`src/rtl/ac_unit.sv`:
```
// Accumulator/extension unit: single-cycle ALU and flag ops on {E,AC}, plus
// multi-cycle N-step rotates of the W+1-bit ring sequenced by a two-state FSM.
module ac_unit #(
    parameter int W  = 16,
    parameter int SW = 5
) (
    input  logic          CLK,
    input  logic          CLR,
    input  logic          START,
    input  logic [3:0]    OP,
    input  logic [W-1:0]  DATA,
    input  logic [SW-1:0] AMT,
    output logic [W-1:0]  Q,
    output logic          E,
    output logic          BUSY,
    output logic          DONE,
    output logic          ZERO,
    output logic          SIGN
);

    typedef enum logic [3:0] {
        OP_NOP   = 4'd0,
        OP_LDA   = 4'd1,
        OP_ADD   = 4'd2,
        OP_AND   = 4'd3,
        OP_CLA   = 4'd4,
        OP_CLE   = 4'd5,
        OP_CMA   = 4'd6,
        OP_CME   = 4'd7,
        OP_CIR   = 4'd8,
        OP_CIL   = 4'd9,
        OP_INC   = 4'd10,
        OP_ROR_N = 4'd11,
        OP_ROL_N = 4'd12
    } opcode_e;

    typedef enum logic {
        IDLE  = 1'b0,
        SHIFT = 1'b1
    } state_e;

    state_e        state_q, state_d;
    logic [W-1:0]  ac_q, ac_d;
    logic          e_q, e_d;
    logic [SW-1:0] cnt_q, cnt_d;
    logic          dir_q, dir_d;      // 1 = rotate left
    logic          done_q, done_d;

    logic          accept;
    logic          is_rot_op;
    logic          amt_zero;
    logic          last_step;
    logic [W-1:0]  ror_ac, rol_ac;
    logic          ror_e, rol_e;
    logic [W:0]    add_sum;

    // While CLR is high every flop is held in reset, so START cannot be accepted.
    assign accept    = START && (state_q == IDLE);
    assign is_rot_op = (OP == OP_ROR_N) || (OP == OP_ROL_N);
    assign amt_zero  = (AMT == '0);
    assign last_step = (cnt_q == SW'(1));

    // One step of the {E,AC} ring in each direction.
    assign ror_ac  = {e_q, ac_q[W-1:1]};
    assign ror_e   = ac_q[0];
    assign rol_ac  = {ac_q[W-2:0], e_q};
    assign rol_e   = ac_q[W-1];
    assign add_sum = {1'b0, ac_q} + {1'b0, DATA};

    // State register: all architectural state, asynchronously cleared.
    always_ff @(posedge CLK or posedge CLR) begin
        if (CLR) begin
            state_q <= IDLE;
            ac_q    <= '0;
            e_q     <= 1'b0;
            cnt_q   <= '0;
            dir_q   <= 1'b0;
            done_q  <= 1'b0;
        end else begin
            // NOTE: non-blocking updates so every register samples pre-edge values.
            state_q <= state_d;
            ac_q    <= ac_d;
            e_q     <= e_d;
            cnt_q   <= cnt_d;
            dir_q   <= dir_d;
            done_q  <= done_d;
        end
    end

    // Next-state logic.
    always_comb begin
        // NOTE: default first so no path leaves state_d unassigned (no latch).
        state_d = state_q;
        case (state_q)
            IDLE: begin
                if (accept && is_rot_op && !amt_zero) begin
                    state_d = SHIFT;
                end
            end
            SHIFT: begin
                if (last_step) begin
                    state_d = IDLE;
                end
            end
            default: state_d = IDLE;
        endcase
    end

    // Datapath next values: single-cycle ops at the accept edge, one ring step per SHIFT edge.
    always_comb begin
        ac_d   = ac_q;
        e_d    = e_q;
        cnt_d  = cnt_q;
        dir_d  = dir_q;
        done_d = 1'b0;
        if (state_q == SHIFT) begin
            if (dir_q) begin
                ac_d = rol_ac;
                e_d  = rol_e;
            end else begin
                ac_d = ror_ac;
                e_d  = ror_e;
            end
            cnt_d  = cnt_q - SW'(1);
            done_d = last_step;
        end else if (accept) begin
            done_d = 1'b1;
            case (OP)
                OP_LDA: ac_d = DATA;
                OP_ADD: {e_d, ac_d} = add_sum;
                OP_AND: ac_d = ac_q & DATA;
                OP_CLA: ac_d = '0;
                OP_CLE: e_d = 1'b0;
                OP_CMA: ac_d = ~ac_q;
                OP_CME: e_d = ~e_q;
                OP_CIR: begin
                    ac_d = ror_ac;
                    e_d  = ror_e;
                end
                OP_CIL: begin
                    ac_d = rol_ac;
                    e_d  = rol_e;
                end
                OP_INC: ac_d = ac_q + W'(1);
                OP_ROR_N, OP_ROL_N: begin
                    // A zero count degenerates to NOP with a normal DONE pulse.
                    if (!amt_zero) begin
                        cnt_d  = AMT;
                        dir_d  = (OP == OP_ROL_N);
                        done_d = 1'b0;
                    end
                end
                default: ;
            endcase
        end
    end

    // Outputs.
    always_comb begin
        Q    = ac_q;
        E    = e_q;
        BUSY = (state_q == SHIFT);
        DONE = done_q;
        ZERO = (ac_q == '0);
        SIGN = ac_q[W-1];
    end

endmodule

```
`config.mk`:
```
export PLATFORM = sky130hd
export DESIGN_NAME = ac_unit
export DESIGN_NICKNAME = d
export VERILOG_FILES = /design/src/rtl/ac_unit.sv
export SDC_FILE = /design/constraint.sdc
export NUM_CORES = 1
export LEC_CHECK = 0
export ABC_AREA = 1
export BUFFER_PORTS_ARGS = -buffer_cell sky130_fd_sc_hd__buf_4
export CORE_ASPECT_RATIO = 1.4
export CORE_MARGIN = 4
export CORE_UTILIZATION = 45
export CTS_CLUSTER_DIAMETER = 60
export CTS_CLUSTER_SIZE = 12
export DETAILED_ROUTE_END_ITERATION = 8
export GPL_ROUTABILITY_DRIVEN = 1
export PLACE_DENSITY = 0.63
export SLEW_MARGIN = 20
export SYNTH_ARGS = -nofsm -noshare
export SYNTH_HDL_FRONTEND = slang
export SYNTH_SLANG_ARGS = --single-unit
```
`constraint.sdc`:
```
create_clock -name CLK -period 4.25 [get_ports CLK]
set_input_delay 0.425 -clock CLK [delete_from_list [all_inputs] [get_ports CLK]]
set_output_delay 0.425 -clock CLK [all_outputs]
set_load 0.02 [all_outputs]
```
==> metrics.md <==
| Metric | Value |
|---|---|
| Syn_nets | between 700 and 800 |
| CORE AREA | 8149 um^2 |
| Post-layout min period | 2465 ps |
| GRT overflow | 0 |
| Pre-CTS setup slack | 1772 ps |
| Via count | 4,403 |
| Hold-fix buffers, CTS | 0 |
| Pin count of the biggest net entering global routing | 36 |
| Worst Slack Setup Final | 1785 ps |
| Reg area | approximately 630 um^2 |
| Root Driver | clkbuf_16 |
| Dpl hpwl | ~10 mm |
| Worst path cell trace | inv_1 -> o2111ai_2 -> nand2_4 -> inv_2 -> nor2_1 -> a21oi_1 |
| Starting Density | 45.85% |
| H-Tree Depth | 1 |
| DR WL/cell | 16.28 um |
| Post-synth EDFFs | 0 |
| Synth unique cells | 43 |
| GPL Wtd Cong | 0.9403 |
| Syn Inst Count | 669 |
| CP startpoint kind | flip-flop |
| Total negative slack | 0 ps |
| Fin cells | 800 |
| Crit-path max cell delay | 780 ps |
| Dpl cell area | 4094 um^2 |
| Ys Warns | 0 |
| Design area | 4173 um^2 |
| Post-Route Utilization | 51.21% |
| Fillers | slightly below 900 |
| P&R area growth vs syn | 11.69% |
| Synth top area cells | nand2_1 (18%), dfrtp_1 (17%), inv_1 (9.1%) |
| Max Clk Rate | 405.7 MHz |
| WP buf/inv | 2 |
| Slowest-stage cell, CP | dfrtp_1 |
| RSZ-0062 raised after global routing | false |
| Multi-input gate area | 2582 um^2 |
| Async S/R FF share, synth | 100.0% |
| Yosys top cell area share | 17.58% |
| Relative slew slack | approximately a third |
| IO buf count | 48 |
| Die width | 85.01 um |
| Sequential area share after synthesis | around 17% |
| DRT Pass-1 Iters | 5 |
| Clock-pin transition on the worst setup and hold timing paths | 70 ps |
| WP data required | 4450 ps |
| Slew @ Worst Pin | 1025 ps |
| Gr usage total | 26.66% |
| Resized cells post-CTS | 0 |
| Setup-failing EPs final | 0 |
| Crit path max fanout | 24 |
| Iter 0 DRT Violations | 413 |
| Clock net sink count | 25 |
| DIE AREA | 9845 um^2 |
| Max-cap violations | 0 |
| Crit end category | flip-flop |
| Antenna viol nets, final | 0 |
| Dominant cell type by area after synthesis | nand2_1 |
| Fin Clk Skew | 3.867 ps |
| Antenna diodes | 0 |
| Hold Fails Final Rpt | 0 |
| TritonCTS Buffers | 3 |
| Vias in the first global route | around 4,200 |
| CP Class | reg -> reg |
| Synth Cell Area | roughly 3700 um^2 |
| Final WL | 13.02 mm |
| CTS tree | done |
| DIE HEIGHT | 115.8 um |
| Period utilization | 58.00% |
| DP Cell Count | 796 |
| Layout Nets | between 700 and 800 |
| Crit path max-delay family | buffers and inverters |
| Vias per Instance | 5.504 |
| # rows | 39 |
| IO Pins | 49 |
| Most common flop cell mapped by yosys | dfrtp_1 |
| Post-CTS Setup Bufs | 0 |
| First-pass GRT wire length | 20.94 mm |
| Worst-Skew Late Latency | 270 ps |
| Count of final max-slew check failures | 0 |
| Initial antenna violation count | 0 |
| Signal arrival time at the worst endpoint | approximately 2700 ps |
| LEAKAGE | 2.191 nW |
| Average cell area after synthesis | 5.585 um^2 |
| Clk buf depth | 2 |
| Cell Pwr Density | 668.7 nW/um^2 |
| Worst ir drop on vdd | 0.3530 mV |
| Status | complete, no violations |
| Layout cells sized above 1 | about an eighth |
| DRC viols | 0 |
| Worst min path class | in -> async |
| #FFs+latches synth | 25 |
[report_power, final]
group	internal [mW]	switching, mW	total, mW
combinational	0.687	1.23	1.92
clock	0.129	0.104	0.233
sequential	0.353	0.283	0.637
total	1.17	1.62	2.79
[cell families after synthesis]
family,Yosys count,synth area share [%]
AOI/OAI and AO/OA,140,21.67
adders and majority gates,21,7.234
buffers and inverters,129,14.13
DFF,25,16.74
and+or+nand+nor,354,40.22
[worst paths after layout]
path	from	end	slack [ps]	cells after the start
setup / recovery	BUSY	Q[6]	1790	6
hold / removal	CLR	Q[2]	230	2
setup reg to reg	BUSY	Q[6]	1790	6
hold reg to reg	cnt_q[4]	cnt_q[4]	570	1
max in group asynchronous	CLR	Q[11]	3620	2
min in group CLK	START	DONE	440	2
[cells in the final DEF (no fill, tap or decap), types with 4 or more instances in the layout]
cell,n
a21oi_1,46
a21oi_2,5
buf_4,48
clkinv_1,4
dfrtp_1,25
ha_1,20
inv_1,90
inv_2,12
nand2_1,175
nand3_1,40
nand4_1,13
nor2_1,89
nor3_1,13
o21ai_0,34
o21ai_1,19
o21bai_1,4
o22ai_1,16
or2_2,8
[layer usage]
layer / track usage, % / share of wire [%] / routed length, um / vias up
met2: 48.29 / 49 / 6434 / 137
met1: 31.24 / 42 / 5497 / 1999
li1: - / - / - / 2235
met4: 13.52 / 4.2 / 546 / 0
met3: 2.134 / 4.2 / 542 / 32
met5: 0 / 0 / 0 / -
[synth_stat cells (2+ instances only)]
| cell | n |
|---|---|
| a211oi_1 | 2 |
| a21oi_1 | 46 |
| a21oi_2 | 5 |
| a22oi_1 | 2 |
| and2_1 | 2 |
| buf_2 | 7 |
| buf_4 | 3 |
| buf_6 | 3 |
| clkbuf_1 | 9 |
| clkinv_1 | 4 |
| dfrtp_1 | 25 |
| ha_1 | 20 |
| inv_1 | 91 |
| inv_2 | 11 |
| nand2_1 | 175 |
| nand2_2 | 3 |
| nand2_4 | 2 |
| nand3_1 | 40 |
| nand3b_1 | 3 |
| nand4_1 | 13 |
| nor2_1 | 89 |
| nor2_2 | 3 |
| nor3_1 | 13 |
| o21ai_0 | 34 |
| o21ai_1 | 19 |
| o21bai_1 | 4 |
| o221ai_1 | 2 |
| o22ai_1 | 16 |
| o311ai_0 | 2 |
| or2_2 | 8 |
[through the flow]
step           hold slack [ps]  total power [mW]
2_1_floorplan            452.3             1.976
3_5_place_dp             549.3             2.533
5_1_grt                  274.3             3.061
4_1_cts                  446.8             2.771
6_report                 227.6             2.790
3_3_place_gp             535.8             2.515
[area by class of cell]
cell class / instances / share of cell area (%)
multi-input combinational: 515 / 61.89
sequential: 25 / 14.99
inverter: 106 / 9.535
timing repair buffer: 48 / 8.636
tap: 102 / 3.058
clock buffer: 4 / 1.889
[sequential cells by signal, indices dropped and copies added, names as in the netlist]
register and flops:
Q 16, cnt_q 5, BUSY 1, DONE 1
E 1, dir_q 1
No activity file was read; power rests on OpenSTA's default activity.
